## src/rtl/cmd_feeder_pkg.sv

```systemverilog
// Shared encodings for the calculator input-side feeder:
// controller command/response codes and feeder FSM states.
package cmd_feeder_pkg;

    localparam int IC_N = 4;
    localparam int OC_N = 2;
    localparam int OD_N = 16;

    localparam logic [IC_N-1:0] IC_NON = '0;

    typedef enum logic [OC_N-1:0] {
        OC_NON = 2'd0,
        OC_ACK = 2'd1,
        OC_NUM = 2'd2,
        OC_ERR = 2'd3
    } oc_e;

    typedef enum logic [1:0] {
        ST_IDLE  = 2'd0,
        ST_OFFER = 2'd1,
        ST_WAIT  = 2'd2
    } state_e;

    function automatic logic is_resp(input logic [OC_N-1:0] oc);
        return oc != OC_NON;
    endfunction

endpackage

```

## src/rtl/cmd_fifo.sv

```systemverilog
// Small key-command FIFO: registered storage, combinational head,
// extra pointer bit distinguishes full from empty.
module cmd_fifo
    import cmd_feeder_pkg::*;
#(
    parameter int DEPTH = 4,
    parameter int W     = IC_N
) (
    input  logic         Clock,
    input  logic         Reset,
    input  logic         push,
    input  logic [W-1:0] wdata,
    input  logic         pop,
    output logic [W-1:0] head,
    output logic         full,
    output logic         empty
);

    localparam int AW = $clog2(DEPTH) + 1;

    logic [W-1:0]  mem [DEPTH];
    logic [AW-1:0] wp_q;
    logic [AW-1:0] rp_q;
    logic          do_push;
    logic          do_pop;

    assign full    = (wp_q[AW-1] != rp_q[AW-1]) &&
                     (wp_q[AW-2:0] == rp_q[AW-2:0]);
    assign empty   = (wp_q == rp_q);
    assign do_push = push && !full;
    assign do_pop  = pop && !empty;
    assign head    = mem[rp_q[AW-2:0]];

    always_ff @(posedge Clock or negedge Reset) begin
        if (!Reset) begin
            wp_q <= '0;
            rp_q <= '0;
        end else begin
            if (do_push) wp_q <= wp_q + AW'(1);
            if (do_pop)  rp_q <= rp_q + AW'(1);
        end
    end

    always_ff @(posedge Clock) begin
        if (do_push) mem[wp_q[AW-2:0]] <= wdata;
    end

endmodule

```

## src/rtl/cmd_feeder.sv

```systemverilog
// Queues keypad commands and offers them to the calculator controller,
// tracking its responses for the display.
module cmd_feeder
    import cmd_feeder_pkg::*;
#(
    parameter int DEPTH   = 4,
    parameter int TIMEOUT = 255
) (
    input  logic            Clock,
    input  logic            Reset,
    input  logic            key_valid,
    input  logic [IC_N-1:0] key_cmd,
    output logic            key_ready,
    output logic [IC_N-1:0] in_cmd,
    input  logic            in_ack,
    input  logic [OC_N-1:0] out_cmd,
    input  logic [OD_N-1:0] out_data,
    output logic [OD_N-1:0] disp_data,
    output logic            disp_err,
    output logic            overflow,
    output logic            rejected,
    output logic            timeout
);

    localparam logic [15:0] TMAX = 16'(TIMEOUT - 1);

    state_e          state_q;
    state_e          state_d;
    logic [15:0]     cnt_q;
    logic [15:0]     cnt_d;
    logic            seen_q;
    logic            seen_d;
    logic            rej_d;
    logic            to_d;
    logic            pop;
    logic            clr_err;
    logic            resp;
    logic            push;
    logic            drop;
    logic            full;
    logic            empty;
    logic [IC_N-1:0] head;

    assign key_ready = !full;
    assign push      = key_valid && key_ready && (key_cmd != IC_NON);
    assign drop      = key_valid && !key_ready && (key_cmd != IC_NON);
    assign resp      = is_resp(out_cmd);

    cmd_fifo #(
        .DEPTH (DEPTH),
        .W     (IC_N)
    ) u_fifo (
        .Clock (Clock),
        .Reset (Reset),
        .push  (push),
        .wdata (key_cmd),
        .pop   (pop),
        .head  (head),
        .full  (full),
        .empty (empty)
    );

    // Offer straight from registered state so in_cmd never sees in_ack.
    assign in_cmd = (state_q == ST_OFFER) ? head : IC_NON;

    always_comb begin
        state_d = state_q;
        cnt_d   = cnt_q;
        seen_d  = seen_q;
        rej_d   = 1'b0;
        to_d    = 1'b0;
        pop     = 1'b0;
        clr_err = 1'b0;
        unique case (state_q)
            ST_IDLE: begin
                if (!empty) state_d = ST_OFFER;
            end
            ST_OFFER: begin
                if (in_ack) begin
                    pop     = 1'b1;
                    clr_err = 1'b1;
                    seen_d  = 1'b0;
                    cnt_d   = '0;
                    state_d = ST_WAIT;
                end
            end
            ST_WAIT: begin
                seen_d = seen_q | resp;
                if (in_ack) begin
                    state_d = ST_IDLE;
                    rej_d   = !(seen_q | resp);
                end else if (cnt_q == TMAX) begin
                    state_d = ST_IDLE;
                    to_d    = 1'b1;
                end else begin
                    cnt_d = cnt_q + 16'd1;
                end
            end
            default: state_d = ST_IDLE;
        endcase
    end

    always_ff @(posedge Clock or negedge Reset) begin
        if (!Reset) begin
            state_q  <= ST_IDLE;
            cnt_q    <= '0;
            seen_q   <= 1'b0;
            rejected <= 1'b0;
            timeout  <= 1'b0;
        end else begin
            state_q  <= state_d;
            cnt_q    <= cnt_d;
            seen_q   <= seen_d;
            rejected <= rej_d;
            timeout  <= to_d;
        end
    end

    // An error reported in the retire cycle belongs to the new command.
    always_ff @(posedge Clock or negedge Reset) begin
        if (!Reset) begin
            disp_data <= '0;
            disp_err  <= 1'b0;
            overflow  <= 1'b0;
        end else begin
            if (clr_err) disp_err <= 1'b0;
            if (out_cmd == OC_ERR) disp_err <= 1'b1;
            if (out_cmd == OC_NUM) disp_data <= out_data;
            if (drop) overflow <= 1'b1;
        end
    end

endmodule

```

## config.mk

```make
export PLATFORM = sky130hd
export DESIGN_NAME = cmd_feeder
export DESIGN_NICKNAME = d
export VERILOG_FILES = /design/src/rtl/cmd_feeder_pkg.sv /design/src/rtl/cmd_fifo.sv /design/src/rtl/cmd_feeder.sv
export SDC_FILE = /design/constraint.sdc
export NUM_CORES = 1
export LEC_CHECK = 0
export ABC_AREA = 1
export CORE_MARGIN = 4
export CORE_UTILIZATION = 35
export CTS_BUF_LIST = sky130_fd_sc_hd__clkbuf_4
export DETAILED_ROUTE_END_ITERATION = 12
export HOLD_SLACK_MARGIN = 0.05
export PLACE_DENSITY = 0.54
export SLEW_MARGIN = 20
export SYNTH_ARGS = -nofsm -noshare
export SYNTH_HDL_FRONTEND = slang
export SYNTH_HIERARCHICAL = 1
export SYNTH_SLANG_ARGS = --single-unit
```

## constraint.sdc

```tcl
create_clock -name Clock -period 3 [get_ports Clock]
set_input_delay 0.3 -clock Clock [delete_from_list [all_inputs] [get_ports Clock]]
set_output_delay 0.3 -clock Clock [all_outputs]
set_load 0.05 [all_outputs]
```

==> reports/results.txt <==
Outcome = finished clean
Largest net degree at the start of global routing = 46
Nets = 435
CORE AREA = 0.00868 mm2
Crit share post-route = 0.875
Register area = 0.00161 mm2
Vias in the first global route = 2434
Hold Vio Cnt, Final = 0
Yosys cell types = 31
1st-iter DRT viols = 42
R2r worst-path depth = 8
H-tree depth = 3
Die footprint = 0.0104 mm2
Mapped cell area = 0.00310 mm2
Synth area leaders = dfrtp_1 36%, edfxtp_1 15%, nand2_1 11%
Share of cells above drive strength 1 = 0.135
Synth Register Bits = 61
Async S/R FF share, synth = 0.738
Clk slew on worst S/H paths = 0.12 ns
Dpl hpwl = 4770 um
RSZ-0062 raised after global routing = no
Slew HR = 0.554
Ports = 51
Initial antenna violation count = 0
Gr ovfl total = 0
DRC = 0
PwrDens = 790 mW/mm2
Critical Path AT = 2.32 ns
Row Count = 34
Crit-path max cell delay = 0.80 ns
Post-Syn Instances = 344
Max_cap viols = 0
Layout area overhead = 25.4%
Crit path buf inv count = 4
Count leader, synth = nand2_1
VDD IR max = 0.570 mV
Routed wire per std cell = 12.8 um
Critical-path top delay cell = clkdlybuf4s50_1
Gr usage total = 0.138
Finished Cell Area = 0.00389 mm2
Via count = 2374
Critical Path, Cell by Cell = inv_2, nand2_1, nand2_2, nand3_2, inv_1, inv_1, clkdlybuf4s50_1
PostCTS Resize Cnt = 0
DIE WIDTH = 102 um
Die height = 102 um
Worst Path Required = 2.70 ns
Placed cell area = 0.00369 mm2
Final wirelength = 6570 um
Mean post-synth cell area = 9.02 um2
Starting density of the core = 0.358
Clock latency on the worst-skew pair = 0.40 ns
First-pass iteration count of the detailed router = 4
Commonest cells in the netlist = 91 x nand2_1, 45 x dfrtp_1, 41 x nor2_1, 35 x inv_1, 35 x nand3_1
Final TNS setup = 0 ns
Syn Nets = 377
CP top delay family = buffers and inverters
Final Setup Violations = 0
Max Fclk = 0.381 GHz
Root Buffer = clkbuf_4
Seq/Total Area, Yosys = 0.518
CP most frequent cell = inv_1
Routability cong. = 0.830
ANT cells = 0
First-pass GRT wire length = 11400 um
Filler cells = 866
Design Power = 0.00308 W
Synth Flop Type = dfrtp_1
Cts bufs inserted = 9
Min cycle time layout = 2.62 ns
Final setup skew = 0.0129 ns
Yosys warning count = 6
Post-synth EDFFs = 16
Kind of critical path = flop to primary output
Final-report max-slew violation count = 0
Biggest area consumer among synthesized cells = dfrtp_1
CTS tree = yes
Worst hold path class = input port to async pin
Worst setup EP type = primary output
Worst-margin pin slew = 0.667 ns
CP Launch Type = flop
IO buf count = 50
CP max FO = 12
Synth top area share = 0.363
Critical path depth = 7
Leakage power = 1.77 nW
Multi-input logic area = 0.00130 mm2
Sink Count = 61
ANT nets after route = 0
Via-per-instance ratio = 4.61
Maximum clock insertion buffer count = 2
path summary, 6_finish.rpt:
kind | start | end | slack [ns]
min reg2reg | overflow$_DFFE_PN0P_ | overflow$_DFFE_PN0P_ | 0.50
min in group Clock | overflow$_DFFE_PN0P_ | overflow$_DFFE_PN0P_ | 0.50
max | u_fifo/rp_q[0]$_DFFE_PN0P_ | key_ready | 0.38
max in group asynchronous | Reset | disp_data[8]$_DFFE_PN0N_ | 2.16
min | Reset | cnt_q[12]$_DFFE_PN0P_ | 0.41
max reg2reg | u_fifo/rp_q[0]$_DFFE_PN0P_ | u_fifo/mem[0][2]$_DFFE_PP_ | 0.91
through the flow:
step                      instances  hold slack (ns)  utilization  setup WS [ns]
after floorplan                 344          0.00441            -           1.27
after global placement          498            0.475        0.426          0.843
after detailed placement        498            0.465        0.426          0.815
after CTS                       514            0.101        0.447          0.338
after global routing            515            0.473        0.449          0.194
final                           515            0.414        0.449          0.376
metal layers:
layer | part of all wire | global-route usage
met4 | 0.015 | 0.0515
met2 | 0.48 | 0.228
met3 | 0.027 | 0.0273
met5 | 0 | 0
met1 | 0.47 | 0.181
logic make-up after synthesis:
family                     share of synthesized area
and+or+nand+nor                                0.270
DFF                                            0.518
buffers and inverters                         0.0641
AOI/OAI and AO/OA                             0.0476
muxes                                         0.0580
adders and majority gates                     0.0282
xor gates and xnor gates                      0.0141
power breakdown:
part	total, W	switching [W]	internal [W]
combinational	0.00118	0.000778	0.000397
sequential	0.00115	0.000129	0.00102
clock	0.000753	0.000321	0.000431
total	0.00308	0.00123	0.00185
worst reg2reg max path, stage by stage, from the launching register on:
cell,delay (ns)
dfrtp_1,0.55
inv_2,0.14
nand2_1,0.10
nand2_2,0.07
nand3_2,0.13
inv_1,0.07
nor2_1,0.24
nand2_2,0.13
nor2_1,0.32
flip-flops by register name (all words and copies together), names as in the netlist:
signal and count:
cnt_q 16, disp_data 16, u_fifo/mem 16, u_fifo/rp_q 3, u_fifo/wp_q 3, state_q 2, disp_err 1, overflow 1
rejected 1, seen_q 1, timeout 1
final cells by class:
cell class,instances,area share
Clock buffer,10,0.0193
Clock inverter,6,0.0286
Timing Repair Buffer,52,0.132
Sequential cell,61,0.413
Tap cell,108,0.0347
Inverter,40,0.0386
Multi-Input combinational cell,238,0.334
placed cells by master, fill, tap and decap left out, types with 7 or more instances in the layout:
cell type,count
clkbuf_4,10
clkdlybuf4s50_1,49
dfrtp_1,45
edfxtp_1,16
ha_1,7
inv_1,35
mux2_2,16
nand2_1,91
nand3_1,35
nor2_1,41
o21ai_0,10
timing repair:
| item | 4_1_cts | 5_1_grt |
|---|---|---|
| endpoints found under the setup margin | 0 | 0 |
| buffers inserted | 0 | 0 |
| endpoints found under the hold margin | 0 | 45 |
| hold buffers | 0 | 1 |
No activity file was read; power rests on OpenSTA's default activity.
==> RTL edit (same settings) <==
`DEPTH` is set to 4 in 2 places; all go to 8.
--- a/src/rtl/cmd_fifo.sv
+++ b/src/rtl/cmd_fifo.sv
@@ -5,3 +5,3 @@
 #(
-    parameter int DEPTH = 4,
+    parameter int DEPTH = 8,
     parameter int W     = IC_N
--- a/src/rtl/cmd_feeder.sv
+++ b/src/rtl/cmd_feeder.sv
@@ -5,3 +5,3 @@
 #(
-    parameter int DEPTH   = 4,
+    parameter int DEPTH   = 8,
     parameter int TIMEOUT = 255
Behaviour: not the same (Yosys sat finds a counterexample within 10 cycles, from zero or initial values and one cycle with Reset low).
==> RTL edit against the unedited design <==
Cell area rose by 22%. Synthesized area grew 26%. Sequential cell count is 18 higher. Non-clock buffer count is 5 higher. Global-route usage up 1.1 points. Critical path type unchanged. Worst setup slack improved by 0.031 ns. Largest power group unchanged. Wire length increased by 36%. Power rose by 20%.
==> RTL edit: results (changes against the unedited design) <==
| Metric | Value |
|---|---|
| GPL Wtd Cong | `0.800 (-3.6%)` |
| Final WL | `8910 um (+36%)` |
| PortBufs | `50 (unchanged)` |
| Setup Skew | `0.0203 ns (+0.00738 ns)` |
| Iter 0 DRT Violations | `195 (+360%)` |
| YS warnings | `6 (unchanged)` |
| Slew at the pin closest to its max-slew limit | `0.694 ns (+0.0269 ns)` |
| Initial antenna violation count | `0 (unchanged)` |
| Largest net degree at the start of global routing | `48 (+4.3%)` |
| Synth unique cells | `33 (+6.5%)` |
| Clock Path Buffers | `2 (unchanged)` |
| Fillers | `1065 (+23%)` |
| Leak Pwr | `2.09 nW (+18%)` |
| Vias in the first global route | `2984 (+23%)` |
| TritonRoute pass-1 iters | `5 (+1)` |
| H-tree depth | `3 (unchanged)` |
| Max FFs per register | `32` |
| Layout cells sized above 1 | `0.131 (-0.00372)` |
| Peak supply drop | `0.478 mV (-16%)` |
| Critical path arrival | `2.29 ns (-0.03 ns)` |
| Syn_nets | `454 (+20%)` |
| CTS Buf Count | `9 (unchanged)` |
| Outcome | `finished clean` |
| Top post-synthesis cells by area | `dfrtp_1 30%, edfxtp_1 25%, nand2_1 11%, nor2_1 5.4%, nand3_1 5.0%` |
| Top_reg_cell synth | `dfrtp_1` |
| Critical Path Fanout Max | `13 (+1)` |
| First-pass GRT wire length | `15100 um (+32%)` |
| Vias per cell | `4.73 (+2.7%)` |
| Setup slack at placement | `0.531 ns (-0.283 ns)` |
| HPWL after DPL | `6440 um (+35%)` |
| Post-synth top cells | `116 x nand2_1, 56 x nor2_1, 47 x dfrtp_1` |
| Setup-failing EPs final | `0 (unchanged)` |
| ANT cells | `0 (unchanged)` |
| Fin nets | `512 (+18%)` |
| Worst-skew pair later-pin latency | `0.45 ns (+0.05 ns)` |
| Share of the yosys chip area belonging to registers | `0.547 (+0.0299)` |
| All-layer global routing usage | `0.150 (+0.0113)` |
| Post-CTS Setup Bufs | `0 (unchanged)` |
| Worst Hold Class | `in -> async` |
| Clk root buf | `clkbuf_4` |
| Ys async rst share | `0.595 (-0.143)` |
| EDFF count, synth | `32 (+16)` |
| Clk slew on worst S/H paths | `0.14 ns (+0.02 ns)` |
==> RTL edit: final cells by class <==
cell class              instances  area share
multi-input cells             296       0.327
clock inverters                 7      0.0201
flip-flops and latches         79       0.452
inverters                      39      0.0317
well taps                     140      0.0370
clock buffers                   9      0.0143
repair buffers                 57       0.118
==> RTL edit: metal layers <==
metal / wire [um] / share of wire / track usage / vias up
met5: 0 / 0 / 0 / -
met4: 172 / 0.019 / 0.0625 / 0
met3: 222 / 0.025 / 0.0334 / 14
met2: 4510 / 0.51 / 0.247 / 35
met1: 4000 / 0.45 / 0.190 / 1412
li1: - / - / - / 1507
==> RTL edit: timing repair <==
action | 4_1_cts | 5_1_grt
hold buffers | 1 | 0
hold endpoints to repair | 47 | 0
gates resized for setup | 2 | 4
setup endpoints to repair | 2 | 3
gates cloned | 0 | 0
==> RTL edit: where the power goes <==
group / internal [mW] / leakage [nW] / switching (mW)
Combinational: 0.480 / 1.12 / 1.01
Sequential: 1.31 / 0.887 / 0.158
Clock: 0.341 / 0.0883 / 0.390
Total: 2.13 / 2.09 / 1.55
==> RTL edit: metrics by stage <==
step / util / instance area (sq um) / cells
2_1_floorplan: - / 3900 / 424
3_3_place_gp: 0.418 / 4550 / 610
3_5_place_dp: 0.418 / 4550 / 610
4_1_cts: 0.434 / 4720 / 627
5_1_grt: 0.435 / 4730 / 627
6_report: 0.435 / 4730 / 627
==> RTL edit: cells by family after synthesis <==
kind of cell,count (synthesis),synth area share
compound gates,37,0.0567
xor+xnor,6,0.0135
fa+ha+maj,4,0.0128
buf+inv,49,0.0558
flops,79,0.547
mux,16,0.0462
simple gates,233,0.268
==> RTL edit: critical path, stage by stage, from the launching register on <==
cell and delay, ns:
dfrtp_1 0.53, inv_1 0.23, o21ai_0 0.15, o22ai_1 0.14
nand2_1 0.07, nand2_1 0.08, inv_1 0.04, nor2_1 0.08
dlygate4sd2_1 0.53
==> RTL edit: worst paths after layout <==
kind	start	endpoint	slack [ns]	cells past startpoint
max	u_fifo/rp_q[1]$_DFFE_PN0P_	in_cmd[3]	0.41	8
min	Reset	timeout$_DFF_PN0_	0.38	2
max reg2reg	u_fifo/rp_q[1]$_DFFE_PN0P_	u_fifo/mem[4][3]$_DFFE_PP_	0.59	9
min reg2reg	disp_err$_DFFE_PN0P_	disp_err$_DFFE_PN0P_	0.50	2
max in group asynchronous	Reset	disp_data[9]$_DFFE_PN0N_	2.18	2
min in group Clock	out_cmd[0]	disp_err$_DFFE_PN0P_	0.45	3
